## config.mk

```make
export PLATFORM = sky130hd
export DESIGN_NAME = lc3_sext
export DESIGN_NICKNAME = d
export VERILOG_FILES = /design/src/rtl/lc3_pkg.sv /design/src/rtl/lc3_sext_core.sv /design/src/rtl/lc3_sext.sv
export SDC_FILE = /design/constraint.sdc
export NUM_CORES = 1
export LEC_CHECK = 0
export CAP_MARGIN = 15
export CORE_MARGIN = 1
export CORE_UTILIZATION = 27
export DETAILED_ROUTE_END_ITERATION = 12
export PLACE_DENSITY = 0.79
export REMOVE_ABC_BUFFERS = 1
export SLEW_MARGIN = 0
export SYNTH_ARGS = -nofsm -noshare
export SYNTH_HDL_FRONTEND = slang
export SYNTH_SLANG_ARGS = --single-unit
```

## constraint.sdc

```tcl
create_clock -name clk -period 0.8 [get_ports clk]
set_input_delay 0.24 -clock clk [delete_from_list [all_inputs] [get_ports clk]]
set_output_delay 0.24 -clock clk [all_outputs]
set_load 0.02 [all_outputs]
```

## src/rtl/lc3_pkg.sv

```systemverilog
// Shared LC-3 datapath constants: word width, instruction field widths and the word type.
package lc3_pkg;

  localparam int WORD_W = 16;

  localparam int IMM5_W       = 5;
  localparam int OFFSET6_W    = 6;
  localparam int PCOFFSET9_W  = 9;
  localparam int TRAPVECT8_W  = 8;
  localparam int PCOFFSET11_W = 11;

  typedef logic [WORD_W-1:0] word_t;

endpackage

```

## src/rtl/lc3_sext_core.sv

```systemverilog
// Combinational extender: widens in[N-1:0] to a full LC-3 word.
// With LC3_SEXT_ZEXT_EN defined, a zext input selects zero- instead of sign-extension.
module lc3_sext_core
  import lc3_pkg::*;
#(
  parameter int N = 8
) (
  input  logic [15:0] in,
`ifdef LC3_SEXT_ZEXT_EN
  input  logic        zext,
`endif
  output logic [15:0] ext
);

  // Out-of-range widths must stop elaboration rather than silently truncate.
  generate
    if (N < 1 || N > 16) begin : g_bad_width
      $error("lc3_sext_core: N must be in 1..16");
    end
  endgenerate

  // Upper source bits are deliberately ignored.
  logic unused_in;
  assign unused_in = ^in;

  logic fill;
`ifdef LC3_SEXT_ZEXT_EN
  assign fill = zext ? 1'b0 : in[N-1];
`else
  assign fill = in[N-1];
`endif

  generate
    if (N == 16) begin : g_pass
      logic unused_fill;
      assign unused_fill = fill;
      assign ext = in;
    end else begin : g_extend
      assign ext = {{(16-N){fill}}, in[N-1:0]};
    end
  endgenerate

endmodule

```

## src/rtl/lc3_sext.sv

```systemverilog
// Registered sign-extension unit: one-cycle latency, one field per cycle.
// Optional zero-extension select is enabled by defining LC3_SEXT_ZEXT_EN.
module lc3_sext
  import lc3_pkg::*;
#(
  parameter int N      = 8,
  parameter int WORD_W = lc3_pkg::WORD_W
) (
  input  logic              clk,
  input  logic              rst,
  input  logic              in_valid,
  input  logic [WORD_W-1:0] in,
`ifdef LC3_SEXT_ZEXT_EN
  input  logic              zext,
`endif
  output logic [WORD_W-1:0] out,
  output logic              out_valid
);

  generate
    if (WORD_W != 16) begin : g_bad_word
      $error("lc3_sext: WORD_W is fixed at 16");
    end
  endgenerate

  word_t ext;

  lc3_sext_core #(
    .N(N)
  ) u_core (
    .in  (in),
`ifdef LC3_SEXT_ZEXT_EN
    .zext(zext),
`endif
    .ext (ext)
  );

  // out holds on idle cycles; out_valid marks only the edge that loaded it.
  always_ff @(posedge clk or posedge rst) begin
    if (rst) begin
      out       <= '0;
      out_valid <= 1'b0;
    end else begin
      out_valid <= in_valid;
      if (in_valid) begin
        out <= ext;
      end
    end
  end

endmodule

```

== After elaboration in Yosys (flattened, before gate mapping) ==
Index checks and enable logic that the tools add are counted.
W data, S select, Z words.
Word-level totals
  logic and storage cells: 2
  bits of input ports: 19
  output and inout port bits: 17
  register bits: 9

== Logic depth before layout (Yosys ltp) ==
  depth after elaboration: 0
  depth in mapped cells: 2
  depth with buffers taken out: 1

== Modules after synthesis ==
A second synthesis with hierarchy kept.
Unflattened totals
  cells, all modules: 52
  area, all modules: 798.3 um^2
Modules (own cells, without submodules)
  lc3_sext: cells each 36, area each 678.2 um^2, sequential area each 425.4 um^2, times used 1
  lc3_sext_core: cells each 16, area each 120.1 um^2, sequential area each 0.0 um^2, times used 1

== Worst setup path before layout ==
No wires, ideal clock.
  path type: flip-flop to output port
  start point: reg, netlist name out[7]
  end point: out out[10]
  cell stages (with the launch flop): 2
  arrival time: 0.757 ns
  setup slack: -0.197 ns
  path buffers: 1
  required time: 0.560 ns
  cell sequence: dfrtp_1 buf_4
RTL lines
  end, declared: RTL line lc3_sext.sv:16  | output logic [WORD_W-1:0] out,
No word-level cell between the ends.

== Final worst setup path ==
  start point: reg, netlist name out[7]
  end point: out out[11]
No word-level cell between the ends.

==> results list <==
- After synthesis, the cell types taking the most area are sky130_fd_sc_hd__dfrtp_1, sky130_fd_sc_hd__mux2_4, sky130_fd_sc_hd__buf_4.
- For this configuration, the core starts out at a cell density of 0.308.
* Post-Syn Area per Cell: 15.6 sq um
- Clock tree synthesis selected as its root buffer the cell sky130_fd_sc_hd__clkbuf_4.
* Cell internal power dissipation: 0.000978 W
* Area share of the leading cell type in the synthesized netlist: 0.536
* Sequential area share after synthesis: 0.536
* Worst setup skew after layout: 0 ns
- Die Width: 41.5 um
* Signal arrival time at the worst endpoint: 0.96 ns
- Standard-cell row count: 13
- Path class of the lowest-slack min-delay path: primary input to asynchronous set/reset pin
- Counting distinct cell types in the post-synthesis netlist gives 5.
- The worst register-to-register path ends at out[7].
* Power dissipated by switching net loads: 0.000388 W
* Reg2reg path depth: 2
* Maximum vdd drop: 1.04 mV
- Sum of negative setup slack: -5.24 ns
* Final hold violation count: 0
- The initial antenna violation count came to 0.
- Count of unresolved DRC violations after routing: 0
- The clock reaches the later pin of the worst-skew pair after 0.25 ns.
- Final worst path period need: 1.20 ns
- Final Max Tran Viols: 0
- Maximum clock frequency: 0.832 GHz
* Maximum level of the CTS H-tree: 1
- The cell that appears most often on the critical path is sky130_fd_sc_hd__buf_6.
- Setup violations remaining at the end of the flow were counted as 20.
- Number of port buffers: 27
- Clock-pin slew was measured on the worst setup and hold paths at 0.06 ns.
- Dividing the final minimum period by the clock period gives 1.50.
* Weighted congestion reported at the end of routability-driven placement: 0.617
* CTS tree: built
- Critical path's largest stage delay: 0.44 ns
- Of the total power, registers draw 0.392.
* Cell-by-cell listing of the critical path: buf_6, buf_6
- Number of synthesis warnings: 0
* RSZ-0062 raised after global routing: true
- Compared with the post-synthesis result, the final layout area differs by 78.9%.
- STA classifies the critical path startpoint as a register.
- Final ANT Viol Nets: 0
- Data on the critical path is required at its endpoint by 0.56 ns.
- In this run, the number of DRC markers left after iteration 0 of detailed routing was 3.
- The floorplan step defined a core boundary enclosing 1370 sq um.
- STA classifies the critical path endpoint as a primary output.
* Clock network fraction of design power: 0.254
- Router iterations before antenna repair: 4
- Global-route usage over all layers: 0.118
- In the synthesized netlist, the number of instances is 27.
- The worst pin sits at a relative slew slack of 0.925.
* HPWL after detailed placement: 618 um
- The cell area that synthesis handed to floorplanning was 420 sq um.
* Routed via count divided by cell count: 4.09
- CTS saw 9 sinks.
- Wire length of the first global-routing pass: 1460 um
* Global route total overflow: 0
* Number of CTS-inserted buffers: 3
* Number of register bits inferred by synthesis: 9
* Nets: 75
* Worst Setup Path Type: register to primary output
* Maximum number of pins on one net before global-route repair: 10
- Worst reg2reg path startpoint: out[7]
- The final reports fail on negative setup slack.
- In this run the static leakage power is 0.377 nW.
* Wire length per cell: 13.0 um
- After clock tree synthesis, the flow added hold-fix buffers numbering 0.
- The worst register-to-register path has a setup slack of -0.17 ns.
* Max clock buf depth: 2
* Vias: 286
* Slew at the pin closest to its max-slew limit: 0.113 ns
- Post-synth top area cell: sky130_fd_sc_hd__dfrtp_1
* Number of max-cap violations: 0
- Layout cell share with drive strength beyond 1: 0.655
- Final critical-path setup slack: -0.402 ns
- Via count of the first global-routing pass: 305
* Post-route total power: 0.00137 W
- Number of placed instances with taps included: 62
- For this design, the slowest cell found on the critical path is sky130_fd_sc_hd__dfrtp_2.
- For this design the top-level I/O count stands at 36.
- Of the total power, the share spent switching nets is 0.284.
- Delay-heaviest family, CP: flip-flops
* Combinational share of power: 0.354
* Antenna diode instance count: 0
* Outcome: complete, but fails checks
- Vert. Die Dim: 41.5 um
* Buf+Inv Stages, Crit Path: 2
* Post-route non-filler standard cell count: 70
* Stages on worst setup path: 2
- Die area: 1720 sq um
* Sum of routed wire length over all layers: 909 um
* Fill cells: 118
- Biggest fanout along the worst timing path: 6
* Ratio of total power to cell area: 1820 nW/um^2
-- how the worst max path moves through the flow --
stage	from	end	slack [ns]
after CTS	out[7]	out[11]	-0.41
after global routing	out[7]	out[11]	-0.44
final	out[7]	out[11]	-0.40
after global placement	out[7]	out[7]	-0.53
after floorplan	out[7]	out[7]	-0.96
after detailed placement	out[7]	out[11]	-0.60
-- worst register-to-register path: cells and delay by family (launching register included) --
kind | cells | cell delay [ns]
flip-flops | 1 | 0.44
buffers and inverters | 1 | 0.15
multiplexers | 1 | 0.27
-- stage by stage --
step                       util  hold WS [ns]  setup WS (ns)  instance area, sq um
after floorplan               -        0.0679         -0.960                   349
after global placement    0.496         0.490         -0.535                   678
after detailed placement  0.496         0.496         -0.599                   678
after CTS                 0.539         0.275         -0.414                   737
after global routing      0.550         0.274         -0.443                   752
final                     0.550         0.277         -0.402                   752
-- cells in the mapped netlist (all sizes together) --
library cell  instances
buf                   9
dfrtp                 9
inv                   1
mux2                  8
-- layer usage --
layer  up-vias  track usage  part of all wire
met5         -            0                 0
met4         0       0.0194                 0
met3         0       0.0652             0.062
met2        11        0.191              0.53
met1       139        0.140              0.41
li1        136            -                 -
-- cell usage in the layout, fill, tap and decap left out --
cell type                         instances
sky130_fd_sc_hd__dfrtp_2                  1
sky130_fd_sc_hd__bufbuf_16                1
sky130_fd_sc_hd__clkdlybuf4s50_1          9
sky130_fd_sc_hd__inv_1                    1
sky130_fd_sc_hd__buf_4                    3
sky130_fd_sc_hd__mux2_4                   8
sky130_fd_sc_hd__buf_2                    5
sky130_fd_sc_hd__buf_12                   2
sky130_fd_sc_hd__buf_6                   13
sky130_fd_sc_hd__dfrtp_1                  8
sky130_fd_sc_hd__clkbuf_1                 1
sky130_fd_sc_hd__clkbuf_4                 3
-- area by class of cell --
| cell class | count | area (sq um) | area share |
|---|---|---|---|
| multi-input combinational | 8 | 120 | 0.160 |
| tap | 15 | 18.8 | 0.0250 |
| clock buffer | 4 | 26.3 | 0.0349 |
| sequential | 9 | 226 | 0.301 |
| inverter | 1 | 3.75 | 0.00499 |
| timing repair buffer | 33 | 357 | 0.474 |
-- repair_timing --
action / CTS / global route
cloned: 1 / 0
resized for setup: 101 / 0
setup endpoints to repair: 25 / 19
setup buffers: 1 / 2
-- power by group through the flow --
stage	clock, W	combinational [W]	sequential [W]
6_report	0.000346	0.000483	0.000536
5_1_grt	0.000399	0.000502	0.000541
4_1_cts	0.000367	0.000475	0.000537
3_5_place_dp	0	0.000443	0.000539
3_3_place_gp	0	0.000439	0.000536
2_1_floorplan	0	0.0000739	0.000645
-- state kept, by name, summed over array words and instances (netlist names) --
name and count:
out 8, out_valid 1
-- logic make-up after synthesis --
kind of cell | Yosys count | synth area share
mux | 8 | 0.286
buf+inv | 10 | 0.179
flops | 9 | 0.536
Power figures use the tool's default switching activity.
